`src/rtl/stream_gen.sv`:
```
// AXI4-Stream test-traffic source: on an accepted start it emits cycle_count beats whose
// 32-bit lanes all carry the beat index, and reports busy/done plus beat and clock counters.
module stream_gen #(
    parameter int DW = 512
) (
    input  logic          clk,
    input  logic          resetn,
    input  logic [31:0]   cycle_count,
    input  logic          start,
    output logic [DW-1:0] axis_out_tdata,
    output logic          axis_out_tvalid,
    output logic          axis_out_tlast,
    input  logic          axis_out_tready,
    output logic          busy,
    output logic          done,
    output logic [31:0]   beats_sent,
    output logic [31:0]   elapsed
);

    localparam int LANES = DW / 32;

    typedef enum logic {IDLE, RUN} state_t;

    state_t        state_q, state_d;
    logic [31:0]   count_q, count_d;
    logic [31:0]   index_q, index_d, index_inc;
    logic [DW-1:0] tdata_d;
    logic          tvalid_d, tlast_d, busy_d, done_d;
    logic [31:0]   beats_d, elapsed_d;
    logic          handshake;

    // A beat transfers when tvalid and tready are both high at a rising edge; once tvalid
    // is raised, tdata/tlast/tvalid stay frozen until that transfer happens.
    assign handshake = axis_out_tvalid && axis_out_tready;
    assign index_inc = index_q + 32'd1;

    always_ff @(posedge clk) begin
        if (!resetn) begin
            state_q         <= IDLE;
            count_q         <= '0;
            index_q         <= '0;
            axis_out_tdata  <= '0;
            axis_out_tvalid <= 1'b0;
            axis_out_tlast  <= 1'b0;
            busy            <= 1'b0;
            done            <= 1'b0;
            beats_sent      <= '0;
            elapsed         <= '0;
        end else begin
            state_q         <= state_d;
            count_q         <= count_d;
            index_q         <= index_d;
            axis_out_tdata  <= tdata_d;
            axis_out_tvalid <= tvalid_d;
            axis_out_tlast  <= tlast_d;
            busy            <= busy_d;
            done            <= done_d;
            beats_sent      <= beats_d;
            elapsed         <= elapsed_d;
        end
    end

    always_comb begin
        state_d   = state_q;
        count_d   = count_q;
        index_d   = index_q;
        tdata_d   = axis_out_tdata;
        tvalid_d  = axis_out_tvalid;
        tlast_d   = axis_out_tlast;
        busy_d    = busy;
        done_d    = 1'b0;
        beats_d   = beats_sent;
        elapsed_d = elapsed;
        case (state_q)
            IDLE: begin
                if (start) begin
                    beats_d   = '0;
                    elapsed_d = '0;
                    if (cycle_count != 32'd0) begin
                        count_d  = cycle_count;
                        index_d  = '0;
                        tdata_d  = '0;
                        tvalid_d = 1'b1;
                        tlast_d  = (cycle_count == 32'd1);
                        busy_d   = 1'b1;
                        state_d  = RUN;
                    end else begin
                        done_d = 1'b1;
                    end
                end
            end
            RUN: begin
                if (elapsed != 32'hFFFF_FFFF) elapsed_d = elapsed + 32'd1;
                if (handshake) begin
                    beats_d = beats_sent + 32'd1;
                    if (axis_out_tlast) begin
                        tvalid_d = 1'b0;
                        tlast_d  = 1'b0;
                        busy_d   = 1'b0;
                        done_d   = 1'b1;
                        state_d  = IDLE;
                    end else begin
                        index_d = index_inc;
                        tdata_d = {LANES{index_inc}};
                        tlast_d = (index_inc == count_q - 32'd1);
                    end
                end
            end
            default: state_d = IDLE;
        endcase
    end

endmodule

```
`config.mk`:
```
export PLATFORM = sky130hd
export DESIGN_NAME = stream_gen
export DESIGN_NICKNAME = d
export VERILOG_FILES = /design/src/rtl/stream_gen.sv
export SDC_FILE = /design/constraint.sdc
export NUM_CORES = 1
export LEC_CHECK = 0
export ABC_AREA = 1
export BUFFER_PORTS_ARGS = -buffer_cell sky130_fd_sc_hd__buf_2
export CORE_AREA = 2 2 238 240
export DETAILED_ROUTE_END_ITERATION = 10
export DIE_AREA = 0 0 240 242
export PLACE_DENSITY_LB_ADDON = 0.08
export SLEW_MARGIN = 20
export SYNTH_ARGS = -nofsm -noshare
export SYNTH_HDL_FRONTEND = slang
export SYNTH_SLANG_ARGS = --single-unit
```
`constraint.sdc`:
```
create_clock -name clk -period 5.35 [get_ports clk]
set_input_delay 0.535 -clock clk [delete_from_list [all_inputs] [get_ports clk]]
set_output_delay 0.535 -clock clk [all_outputs]
set_load 0.01 [all_outputs]
```
==> impl_metrics.yaml <==
floorplan:
  rows: 87
  die_area_um2: 58080
  die_y_um: 242
  ios: 616
  core_area_um2: 55730
  start_util_pct: 21.86
  die_x_um: 240
routing:
  num_vias: 11600
  antenna_violating_nets_post_route: 0
  remaining_drc_errors: 0
  firstDrtPassIters: 6
  drt_first_iter_violations: 603
  avgViaCountPerCell: 4.113
  totalWireLength_um: 46300
  wl_per_cell_um: 16.41
clocking:
  cts_hold_buffers: 0
  cts_root_buffer: "clkbuf_16"
  cts_resized: 0
  cts_tree: "done"
  insertion_delay_ps: 450
  h-tree-depth: 4
  path_clk_slew_ps: 70
  cts_buffers: 17
  clock-sinks: 132
  postCtsSetupBuffers: 0
  cts_buffer_depth: 2
worst_setup_path:
  r2r_end: "axis_out_tlast"
  cp.required_ps: 5720
  worstPathArrival_ps: 3310
  worst-setup-path-type: "reg2reg"
  path_max_fanout: 20
  start_kind: "register"
  worst_r2r_startpoint: "axis_out_tdata[481]"
  worstSetupEndpointType: "register"
  reg2reg_setup_slack_ps: 2410
  startpoint: "axis_out_tdata[481]"
  rr_worst_depth: 15
sta:
  fmax_mhz: 339.7
  slew_violations: 0
  grt_setup_unrepaired: "false"
  min_period_ps: 2944
  timing.final.crit_share_pct: 55.02
  tns_ps: 0
  finalHoldViolCount: 0
  tightest_slew_ps: 982.2
  slew_headroom_pct: 34.36
  holdWs_ps: 344.3
  fin_skew_ps: 9.167
  setup_viol: 0
grt:
  grt_pass1_wl_um: 68210
  grt_max_degree: 57
  grt_antenna_before_repair: 7
  grt-ovfl-total: 0
  grt_usage_pct: 15.41
  grt_pass1_vias: 10820
job:
  cap_viol_max_count: 0
placement:
  hpwl_um: 36820
  place_congestion: 0.8482
  io_buffers: 615
cells_and_area:
  nNetsFinal: 2091
  drive_above_1_share_pct: 33.82
  synthToLayoutAreaGrowth_pct: 7.475
  fill_cells: 6461
synth:
  synth_area_per_cell_um2: 6.337
  syn_area_um2: 12190
  synthArstFlopShare_pct: 0
  yosysSeqAreaShare_pct: 21.69
  dominantRegCellSynth: "dfxtp_1"
  synth_edf_count: 0
  synth_nets: 1963
  ys_ff_latch: 132
  ys_types: 45
  syn_inst: 1923
  yosysWarnings: 0
power:
  ir_drop_uv: 211.1
  pwr_density_cell_nw_per_um2: 198.1
  power_leakage_uw: 0.006975
  finalPower_uw: 2594
hold_path:
  hold_class: "in2reg"
  worstHoldStart: "cycle_count[31]"
  hold_path_depth: 3
  hold_path_end: "count_q[31]"
outcome:
  outcome: "finished, final reports clean"
-- cell type report --
type                    count  area, um2  share of cell area, %
flip-flops and latches    132       2643                  20.18
multi-input cells        1123       5223                  39.88
repair buffers            621       3123                  23.85
diodes                      1      2.502                0.01911
clock inverters            14      142.6                  1.089
well taps                 756      945.9                  7.223
inverters                 156      588.1                  4.490
clock buffers              18      429.2                  3.277
-- cell families after synthesis --
| group | Yosys count | share of synthesized area (%) |
|---|---|---|
| buffers and inverters | 668 | 35.55 |
| DFF | 132 | 21.69 |
| xor gates and xnor gates | 28 | 2.012 |
| adders and majority gates | 4 | 0.4107 |
| and+or+nand+nor | 881 | 31.45 |
| AOI/OAI and AO/OA | 210 | 8.892 |
-- routing by layer --
metal  part of all wire (%)  vias to the layer above  GRT usage (%)
met2                     50                      395          28.02
met1                     42                     5218          18.37
met5                   0.15                        -              0
li1                       -                     5912              -
met3                    5.0                       66          2.530
met4                    2.4                       12          4.531
-- worst max-delay path by stage --
| stage | to | slack, ps | cells past startpoint |
|---|---|---|---|
| 4_1_cts | axis_out_tlast | 2330 | 14 |
| 5_1_grt | axis_out_tlast | 2110 | 14 |
| 6_report | axis_out_tlast | 2410 | 15 |
| 2_1_floorplan | axis_out_tlast | 3030 | 15 |
| 3_3_place_gp | count_q[28] | 2140 | 9 |
| 3_5_place_dp | count_q[28] | 2050 | 9 |
-- where the power goes --
part           leakage, uW  switching, uW  internal (uW)
registers          0.00107           32.9           1010
logic              0.00563            265           99.7
clock network     0.000277            536            653
-- cell usage in the layout (no fill, tap or decap), types with 13 or more instances in the layout --
| cell type | count |
|---|---|
| buf_2 | 615 |
| nand2_1 | 481 |
| nor2_1 | 159 |
| inv_1 | 150 |
| dfxtp_1 | 132 |
| a21oi_1 | 122 |
| nand3_1 | 94 |
| o21ai_0 | 72 |
| nand4_1 | 45 |
| nor3_1 | 38 |
| xor2_1 | 22 |
| clkbuf_16 | 17 |
| nor2_2 | 15 |
| nor4_1 | 13 |
-- metrics by stage --
step	util [%]	setup slack [ps]	cells	cell area [um2]
final	23.50	2406	2821	13100
after detailed placement	22.47	2049	2788	12520
after floorplan	-	3034	1923	12190
after global placement	22.47	2141	2788	12520
after CTS	23.49	2329	2820	13090
after global routing	23.50	2108	2821	13100
-- sequential cells by signal, summed over array words and instances, names as in the netlist --
signal          flops
axis_out_tdata     32
state_q             1
count_q            32
beats_sent         32
busy                1
elapsed            32
axis_out_tlast      1
done                1
-- synth_stat cells (2+ instances only) --
cell type	count	area, um2
buf_4	483	3626
nand2_1	481	1805
nor2_1	160	600.6
inv_1	151	566.8
dfxtp_1	132	2643
a21oi_1	122	610.6
nand3_1	94	470.5
o21ai_0	72	360.4
nand4_1	45	281.5
nor3_1	38	190.2
clkbuf_1	22	82.58
xor2_1	22	192.7
nor2_2	15	93.84
nor4_1	13	81.33
buf_2	7	35.03
nor2_4	6	67.56
xnor2_1	6	52.55
nand2_2	5	31.28
ha_1	4	50.05
or2_2	4	25.02
and3_1	3	18.77
inv_2	3	11.26
nand3b_1	3	22.52
o21a_1	3	22.52
a211oi_1	2	15.01
a21o_1	2	15.01
a31oi_1	2	12.51
nand2_4	2	22.52
nand3_2	2	20.02
nor3_2	2	20.02
o21ai_1	2	10.01
o21bai_1	2	15.01
-- critical path: stages (launching register included) --
cell     delay, ps
dfxtp_1        690
ha_1           310
nand2_1        120
nor2_4         280
nand2_1        210
nor2_2         280
nand2_1        120
xor2_1         220
inv_1           90
nand2_1         60
nand2_1         50
nor2_1         130
nand2_1         60
nor2_1          80
nand2_1         70
a21oi_1        120
Power figures use the tool's default switching activity.
